`src/rtl/fft_butterfly_stage3.sv`:
```
// Final radix-2 DIF stage of the 8-point FFT: span-1 add/subtract butterflies
// written bit-reversed into a ping-pong frame buffer so bins leave in natural order.
module fft_butterfly_stage3 #(
    parameter int DATA_WIDTH = 50,
    parameter bit SCALE      = 1'b0
) (
    input  logic                  clk_i,
    input  logic                  rst_i,
    input  logic [DATA_WIDTH-1:0] signal_i,
    input  logic                  valid_i,
    output logic                  ready_o,
    output logic [DATA_WIDTH-1:0] signal_o,
    output logic                  valid_o,
    input  logic                  ready_i,
    output logic                  last_o
);

    localparam int H = DATA_WIDTH / 2;

    logic [2:0]            r_in_cnt;
    logic [2:0]            r_out_cnt;
    logic                  r_wr_sel;
    logic                  r_rd_sel;
    logic [1:0]            r_full;
    logic [DATA_WIDTH-1:0] r_even_hold;
    logic [DATA_WIDTH-1:0] r_bank [0:1][0:7];

    logic                  w_in_xfer;
    logic                  w_out_xfer;
    logic                  w_in_last;
    logic                  w_out_last;
    logic [1:0]            w_full_nxt;

    logic signed [H:0]     w_a_re;
    logic signed [H:0]     w_a_im;
    logic signed [H:0]     w_b_re;
    logic signed [H:0]     w_b_im;
    logic signed [H:0]     w_sum_re;
    logic signed [H:0]     w_sum_im;
    logic signed [H:0]     w_dif_re;
    logic signed [H:0]     w_dif_im;
    logic [DATA_WIDTH-1:0] w_sum;
    logic [DATA_WIDTH-1:0] w_dif;
    logic [2:0]            w_addr_s;
    logic [2:0]            w_addr_d;

    // Full-precision result narrowed back to H bits: wrap or floor-halve.
    function automatic logic [H-1:0] f_pick(input logic [H:0] v);
        if (SCALE) begin
            return v[H:1];
        end
        return v[H-1:0];
    endfunction

    assign ready_o    = !rst_i && !r_full[r_wr_sel];
    assign w_in_xfer  = valid_i && ready_o;
    assign w_out_xfer = valid_o && ready_i;
    assign w_in_last  = w_in_xfer && (r_in_cnt == 3'd7);
    assign w_out_last = w_out_xfer && (r_out_cnt == 3'd7);

    assign w_a_re   = {r_even_hold[DATA_WIDTH-1], r_even_hold[DATA_WIDTH-1:H]};
    assign w_a_im   = {r_even_hold[H-1], r_even_hold[H-1:0]};
    assign w_b_re   = {signal_i[DATA_WIDTH-1], signal_i[DATA_WIDTH-1:H]};
    assign w_b_im   = {signal_i[H-1], signal_i[H-1:0]};
    assign w_sum_re = w_a_re + w_b_re;
    assign w_sum_im = w_a_im + w_b_im;
    assign w_dif_re = w_a_re - w_b_re;
    assign w_dif_im = w_a_im - w_b_im;
    assign w_sum    = {f_pick(w_sum_re), f_pick(w_sum_im)};
    assign w_dif    = {f_pick(w_dif_re), f_pick(w_dif_im)};

    // With in_cnt = 2k+1, k = in_cnt[2:1]; bitrev3(2k) = {0,k[0],k[1]}, bitrev3(2k+1) = {1,k[0],k[1]}.
    assign w_addr_s = {1'b0, r_in_cnt[1], r_in_cnt[2]};
    assign w_addr_d = {1'b1, r_in_cnt[1], r_in_cnt[2]};

    // Fill of one bank and drain of the other can land on the same edge.
    always_comb begin
        w_full_nxt = r_full;
        if (w_in_last) begin
            w_full_nxt[r_wr_sel] = 1'b1;
        end
        if (w_out_last) begin
            w_full_nxt[r_rd_sel] = 1'b0;
        end
    end

    always_ff @(posedge clk_i or posedge rst_i) begin
        if (rst_i) begin
            r_in_cnt    <= '0;
            r_out_cnt   <= '0;
            r_wr_sel    <= 1'b0;
            r_rd_sel    <= 1'b0;
            r_full      <= '0;
            r_even_hold <= '0;
        end else begin
            r_full <= w_full_nxt;
            if (w_in_xfer) begin
                r_in_cnt <= r_in_cnt + 3'd1;
                if (!r_in_cnt[0]) begin
                    r_even_hold <= signal_i;
                end
            end
            if (w_in_last) begin
                r_wr_sel <= ~r_wr_sel;
            end
            if (w_out_xfer) begin
                r_out_cnt <= r_out_cnt + 3'd1;
            end
            if (w_out_last) begin
                r_rd_sel <= ~r_rd_sel;
            end
        end
    end

    // Bank storage carries no reset; the full flags alone qualify its contents.
    always_ff @(posedge clk_i) begin
        if (w_in_xfer && r_in_cnt[0]) begin
            r_bank[r_wr_sel][w_addr_s] <= w_sum;
            r_bank[r_wr_sel][w_addr_d] <= w_dif;
        end
    end

    assign valid_o  = r_full[r_rd_sel];
    assign signal_o = valid_o ? r_bank[r_rd_sel][r_out_cnt] : '0;
    assign last_o   = valid_o && (r_out_cnt == 3'd7);

endmodule

```
`config.mk`:
```
export PLATFORM = sky130hd
export DESIGN_NAME = fft_butterfly_stage3
export DESIGN_NICKNAME = d
export VERILOG_FILES = /design/src/rtl/fft_butterfly_stage3.sv
export SDC_FILE = /design/constraint.sdc
export NUM_CORES = 1
export LEC_CHECK = 0
export BUFFER_PORTS_ARGS = -buffer_cell sky130_fd_sc_hd__buf_2
export CAP_MARGIN = 20
export CORE_MARGIN = 1.5
export CORE_UTILIZATION = 30
export DETAILED_ROUTE_END_ITERATION = 8
export GPL_ROUTABILITY_DRIVEN = 0
export GPL_TIMING_DRIVEN = 0
export HOLD_SLACK_MARGIN = 0.15
export SYNTH_ARGS = -nofsm -noshare
export SYNTH_HDL_FRONTEND = slang
export SYNTH_SLANG_ARGS = --single-unit
```
`constraint.sdc`:
```
create_clock -name clk_i -period 8.3 [get_ports clk_i]
set_clock_uncertainty 0.2 [all_clocks]
set_input_delay 1.66 -clock clk_i [delete_from_list [all_inputs] [get_ports clk_i]]
set_output_delay 1.66 -clock clk_i [all_outputs]
set_load 0.03 [all_outputs]
```
==> summary.md, run 1 <==
| Metric | Value |
|---|---|
| Status | `complete, no violations` |
| Final setup viols | `0` |
| Die Area | `134000 um^2` |
| Fin worst setup slack | `1.79 ns` |
| Setup crit start kind | `register` |
| Syn_area_per_cell | `15.5 um^2` |
| Min-delay worst type | `reg2reg` |
| Die Ht | `366 um` |
| DRC Markers | `0` |
| Part of the power in registers | `34.8%` |
| Most frequent cells in the layout | `784 x edfxtp_1, 244 x mux4_2, 204 x a21oi_1, 195 x nor2_1, 133 x clkbuf_1` |
| Nets | `2972` |
| Final hold violations | `0` |
| Unique masters post-synth | `73` |
| RSZ-0062 raised after global routing | `no` |
| Gr usage total | `17.5%` |
| Switching share of power | `38.4%` |
| Setup Crit Path Kind | `reg2out` |
| # Max-Cap Violations | `0` |
| Internal cell power | `11800 uW` |
| Cell leakage power | `0.0156 uW` |
| Fmax | `154 MHz` |
| Clock Power Share | `20.6%` |
| Seq/Total Area, Yosys | `63.4%` |
| Hold Path Cell Cnt | `1` |
| Worst skew pair latency | `0.67 ns` |
| Top_reg_cell synth | `edfxtp_1` |
| Synth warnings | `0` |
| Drt pass-1 iters | `5` |
| Minimum clock period | `6.51 ns` |
| Synthesized area | `39500 um^2` |
| Post-CTS resize count | `0` |
| Ys async rst share | `7.11%` |
| Initial Util | `30.4%` |
| Fin. max-slew vios | `0` |
| Worst Hold Path EP | `r_even_hold[49]` |
| Syn nets | `2710` |
| Synth-to-layout area growth | `17.5%` |
| First-pass GRT wire length | `170000 um` |
| Worst slew margin | `15.8%` |
| Psw | `7390 uW` |
| CTS Buf Count | `88` |
| Pin count of the biggest net entering global routing | `47` |
| RR Endpoint | `r_bank[0][32]` |
| Cell count after synthesis | `2552` |
| CTS tree | `yes` |
| Combinational share of power | `44.6%` |
| WP data required | `6.44 ns` |
| EDFF count, synth | `784` |
| Clock transition at the registers of the reported paths | `0.06 ns` |
| Clock Path Buffers | `3` |
| Root buffer cell | `clkbuf_16` |
| FF-to-FF Start | `r_full[1]` |
| GRT Residual Overflow | `0` |
| CORE AREA | `130000 um^2` |
| Hold Startpoint | `r_even_hold[49]` |
| Initial antenna violation count | `35` |
| Post-Place Setup Slack | `1.67 ns` |
| # rows | `132` |
| CP Max Fanout | `10` |
| Total power draw | `19200 uW` |
| Number of global-route vias before repair | `23.7k` |
| Final WL | `119000 um` |
| I/O Buffers | `106` |
| Avg Vias per Cell | `5.22` |
| Post-route ant nets | `0` |
| Worst Path Arrival | `4.65 ns` |
| Critical Path Sink Type | `primary output` |
| Detailed placement HPWL | `84100 um` |
| Flops & latches, synth | `844` |
| Layout cell share with drive strength beyond 1 | `21.7%` |
| CTS Sinks | `844` |
| R2R setup slack | `2.85 ns` |
| Setup Buffers After CTS | `0` |
| DR vias | `24.2k` |
| Commonest non-fill, non-tap cell in the layout | `edfxtp_1` |
| Final worst path period share | `78.5%` |
| Power Density | `415 nW/um^2` |
| H-tree levels | `3` |
| Initial DRC Count | `2721` |
| Wire per inst | `25.7 um` |
| Max rail drop VDD | `0.182 mV` |
| Least-Margin Pin Slew | `1.26 ns` |
| R2R cell count | `9` |
| Die W | `366 um` |
| CTS Hold Buffers Added | `0` |
| # IOs | `107` |
## worst max-delay path: stages (launching register included)
cell      delay [ns]
dfrtp_1         0.34
clkbuf_1        0.58
buf_1           0.73
mux2i_1         0.39
inv_1           0.40
clkbuf_1        0.77
clkbuf_1        0.37
and2_1          0.21
buf_2           0.20
## synth_stat cells (12+ instances only)
master / number / area, um^2
xnor2_1: 101 / 885
a21o_1: 19 / 143
a31oi_1: 20 / 125
nand2_1: 93 / 349
mux2_2: 51 / 574
xor2_1: 22 / 193
dfrtp_1: 60 / 1500
mux2i_1: 27 / 270
o21ai_0: 91 / 455
a211oi_1: 12 / 90.1
and2_1: 53 / 332
mux4_2: 244 / 5500
nand2b_1: 13 / 81.3
clkbuf_1: 112 / 420
nor2_1: 199 / 747
nor3_1: 26 / 130
buf_1: 34 / 128
nor2b_1: 14 / 87.6
a21oi_1: 204 / 1020
o21bai_1: 17 / 128
inv_1: 117 / 439
ha_1: 100 / 1250
edfxtp_1: 784 / 23500
nand3_1: 17 / 85.1
## layer usage
metal	GRT usage, %	up-vias	routed length [um]
met4	6.43	26	4370
met5	0	-	143
met1	23.6	12400	48500
met3	4.21	232	11700
li1	-	10400	-
met2	27.3	1141	54500
## final cells by class
type | instances | area (um^2)
Fill cell | 12200 | 83600
Timing Repair Buffer | 172 | 1750
Clock buffer | 117 | 2410
Tap cell | 1742 | 2180
Antenna cell | 8 | 20.0
Clock inverter | 47 | 485
Sequential cell | 844 | 25000
Inverter | 122 | 460
Multi-Input combinational cell | 1435 | 13400
Buffer | 151 | 579
## state kept, by name (all words and copies together), names as in the netlist
name,count
r_full,2
r_rd_sel,1
r_in_cnt,3
r_bank,784
r_wr_sel,1
r_out_cnt,3
r_even_hold,50
## through the flow
stage               utilization, %  cells  hold WS (ns)  area, um^2  setup TNS [ns]
floorplan                        -   2552         0.298       39500               0
global placement              32.5   4400         0.309       42200        -3187.08
detailed placement            33.3   4457         0.321       43300               0
CTS                           35.6   4621         0.334       46200               0
global route                  35.7   4631         0.352       46400               0
finish                        35.7   4638         0.338       46400               0
## power groups by stage
| stage | clock, uW | combinational [uW] | sequential [uW] |
|---|---|---|---|
| final | 3970 | 8570 | 6690 |
| after global routing | 4170 | 9290 | 6730 |
| after CTS | 4020 | 8510 | 6690 |
| after detailed placement | 0 | 8470 | 6780 |
| after global placement | 0 | 8130 | 6820 |
| after floorplan | 0 | 5660 | 6730 |
## kinds of logic after synthesis
group	after synthesis	synth area share (%)
XOR/XNOR	123	2.73
flip-flops	844	63.4
AND/OR/NAND/NOR	457	5.34
AO/OA/AOI/OAI	429	6.43
multiplexers	322	16.1
buffers and inverters	273	2.63
adder cells (fa/ha/maj)	104	3.37
## how the worst max path moves through the flow
stage                     startpoint              to  depth (start not counted)
final                       r_rd_sel    signal_o[31]                          8
after CTS                   r_rd_sel    signal_o[31]                          8
after detailed placement       rst_i  r_bank[0][217]                         10
after global routing        r_rd_sel    signal_o[31]                          8
after floorplan                rst_i   r_bank[0][10]                          6
after global placement       valid_i  r_bank[0][217]                          8
Note: power is estimated with default switching activity, not from simulation.
==> inputs of run 2 (changes only) <==
- ABC_AREA: unset -> 1
- clock period: 8.3 -> 5.3 ns (I/O delays scaled with it)
==> summary.md, run 2 <==
| Metric | Value |
|---|---|
| Pin count of the biggest net entering global routing | `37 (-21%)` |
| Cell taking the most area after synthesis | `edfxtp_1` |
| Fill count | `14.1k (+15%)` |
| Die Area | `143000 um^2 (+6.8%)` |
| Fmax | `187 MHz` |
| Die W | `378 um (+3.3%)` |
| Layout cell share with drive strength beyond 1 | `9.01% (-13 points)` |
| Worst Path Arrival | `4.09 ns (-0.56 ns)` |
| Syn_area_per_cell | `9.57 um^2 (-38%)` |
| GRT Residual Overflow | `0 (unchanged)` |
| Max reg flops | `784 (unchanged)` |
| CTS Buf Count | `91 (+3.4%)` |
| Power Density | `685 nW/um^2 (+65%)` |
| Post-route insts no fill | `6608 (+42%)` |
| Final setup viols | `1 (+1)` |
| Initial DRC Count | `5866 (+120%)` |
| CORE AREA | `140000 um^2 (+7.3%)` |
| First-pass GRT wire length | `231000 um (+36%)` |
| Cell leakage power | `0.0190 uW (+22%)` |
| Synthesized area | `42200 um^2 (+6.8%)` |
| Initial Util | `30.2% (-0.14 points)` |
| Hold Startpoint | `r_even_hold[49]` |
| Fin worst setup slack | `-0.0501 ns (-1.84 ns)` |
| Commonest non-fill, non-tap cell in the layout | `nand2_1` |
| Synth cell count leaders | `876 x nand2_1, 784 x edfxtp_1, 608 x nor2_1, 468 x o21ai_0, 374 x inv_1` |
| Seq/Total Area, Yosys | `59.4% (-4.1 points)` |
| Sequential cell area | `25000 um^2 (unchanged)` |
| WP data required | `4.04 ns (-2.40 ns)` |
| # IOs | `107 (unchanged)` |
| Gr usage total | `22.6% (+5.1 points)` |
| Nets | `4812 (+62%)` |
| Least-Margin Pin Slew | `1.23 ns (-0.0364 ns)` |
| Avg Vias per Cell | `5.38 (+3.1%)` |
| Number of global-route vias before repair | `32.8k (+38%)` |
| EDFF count, synth | `784 (unchanged)` |
| Setup Crit Path Kind | `reg2out` |
| Setup Buffers After CTS | `0 (unchanged)` |
| Detailed placement HPWL | `122000 um (+45%)` |
| Placed insts | `6434 (+44%)` |
| Syn nets | `4564 (+68%)` |
| DR vias | `35.5k (+47%)` |
| Clock transition at the registers of the reported paths | `0.06 ns (about the same)` |
| Fin Hold WS | `0.297 ns (-0.0415 ns)` |
| Post-route ant nets | `0 (unchanged)` |
| # rows | `137 (+3.8%)` |
| DRC Markers | `0 (unchanged)` |
| Worst slew margin | `18.3% (+2.4 points)` |
| Critical Path Sink Type | `primary output` |
| CTS Sinks | `844 (unchanged)` |
| Unique masters post-synth | `35 (-52%)` |
| Most frequent cells in the layout | `876 x nand2_1, 784 x edfxtp_1, 600 x nor2_1, 468 x o21ai_0, 373 x inv_1` |
| Area of the multi-input gates | `14800 um^2 (+10%)` |
| Drt pass-1 iters | `6 (+1)` |
| Post-Place Setup Slack | `0.116 ns (-1.55 ns)` |
| CTS Hold Buffers Added | `0 (unchanged)` |
| Biggest regs | `r_bank x784, r_even_hold x50` |
| Final hold violations | `0 (unchanged)` |
| I/O Buffers | `106 (unchanged)` |
| Final WL | `165000 um (+39%)` |
| Ranking of synthesized cells by area | `edfxtp_1 56%, nand2_1 7.8%, o21ai_0 5.6%, nor2_1 5.4%, nand3_1 3.9%` |
| Most flop-heavy register | `r_bank` |
| Synth warnings | `0 (unchanged)` |
| Fin. max-slew vios | `0 (unchanged)` |
| Top_reg_cell synth | `edfxtp_1` |
| Setup crit start kind | `register` |
| Initial antenna violation count | `14 (-60%)` |
| Yosys top cell area share | `55.8% (-3.8 points)` |
| Root buffer cell | `clkbuf_16` |
| Final worst path period share | `101%` |
| Ys async rst share | `7.11% (unchanged)` |
| R2R setup slack | `1.11 ns (-1.74 ns)` |
| Flops & latches, synth | `844 (unchanged)` |
| CP Max Fanout | `10 (unchanged)` |
| RSZ-0062 raised after global routing | `no` |
| Total power draw | `33700 uW (+75%)` |
| # Max-Cap Violations | `0 (unchanged)` |
| Minimum clock period | `5.35 ns` |
| FF-to-FF Start | `r_wr_sel` |
| Worst Setup SP | `r_out_cnt[0]` |
| Cell count after synthesis | `4406 (+73%)` |
| Top-count cell post-synth | `nand2_1` |
| Max rail drop VDD | `0.353 mV (+94%)` |
| CTS tree | `yes` |
| Clock Path Buffers | `3 (unchanged)` |
| Worst skew pair latency | `0.68 ns (about the same)` |
| Synth-to-layout area growth | `16.6%` |
| Status | `finished, violations left` |
| Wire per inst | `25.0 um (-2.6%)` |
| Die Ht | `378 um (+3.3%)` |
| H-tree levels | `3 (unchanged)` |
| Violated checks | `setup timing` |
| Min-delay worst type | `reg2reg` |
[run 2: cell types whose count changed in the layout (fill, tap and decap cells not counted), moves of 106 or more]
cell      before  now
inv_1        116  373
nand2_1       93  876
nor2_1       195  600
mux4_2       244    0
o211ai_1       6  117
a21oi_1      204   98
nand3_1       17  325
o21ai_0       91  468
[run 2: path summary, 6_finish.rpt]
path	cells past startpoint	end
max in group asynchronous	3	r_even_hold[22]
min reg2reg	2	r_even_hold[49]
max reg2reg	12	r_bank[0][369]
min	2	r_even_hold[49]
max	10	signal_o[9]
min in group asynchronous	2	r_in_cnt[0]
[run 2: area by class of cell]
cell class,instances,area share (%)
diodes,3,0.0153
plain buffers,239,2.18
clock buffers,107,4.80
clock inverters,61,1.43
inverters,383,2.93
multi-input cells,2940,30.1
flip-flops and latches,844,50.9
well taps,1876,4.77
repair buffers,155,2.88
[run 2: where the power goes]
group | total (uW) | leakage (uW) | internal [uW] | switching [uW]
clock network | 6570 | 0.00147 | 3790 | 2770
logic | 17300 | 0.00976 | 3890 | 13400
registers | 9830 | 0.00779 | 9590 | 242
[run 2: worst max-delay path, cell delays in order, from the launching register on]
cell and delay, ns:
dfrtp_1 0.35, buf_2 0.25, clkbuf_1 0.66, clkbuf_1 0.60, buf_8 0.24, nor2_1 0.06, o21ai_0 0.09, o211ai_1 0.12
o211ai_1 0.43, a21oi_1 0.29, buf_2 0.27
[run 2: kinds of logic (layout without fill, tap and decap cells)]
family,after synthesis,in the layout,share of synthesized area (%)
simple gates,1890,1890,18.3
compound gates,905,905,12.4
flops,844,844,59.4
buf+inv,622,945,5.91
fa+ha+maj,104,104,3.16
xor+xnor,41,41,0.851
other cells,0,3,0
[run 2: routing by layer]
layer / vias to the layer above / routed length, um / share of wire, % / global-route usage (%)
met3: 416 / 21800 / 13 / 5.89
li1: 15800 / - / - / -
met4: 12 / 8510 / 5.1 / 10.4
met2: 2431 / 71100 / 43 / 34.2
met5: - / 80 / 0.048 / 0
met1: 16900 / 63800 / 39 / 30.1
[run 2: stage by stage]
step | utilization, % | area, um^2 | setup TNS [ns]
5_1_grt | 35.2 | 49200 | 0
3_5_place_dp | 33.0 | 46000 | 0
3_3_place_gp | 32.3 | 45100 | -1742.52
4_1_cts | 35.2 | 49100 | 0
2_1_floorplan | - | 42200 | 0
6_report | 35.2 | 49200 | -0.0501
[run 2: repair_timing]
action                                  CTS  global route
resized for setup                        12            21
pin swaps                                 0             0
endpoints found under the setup margin   22            11
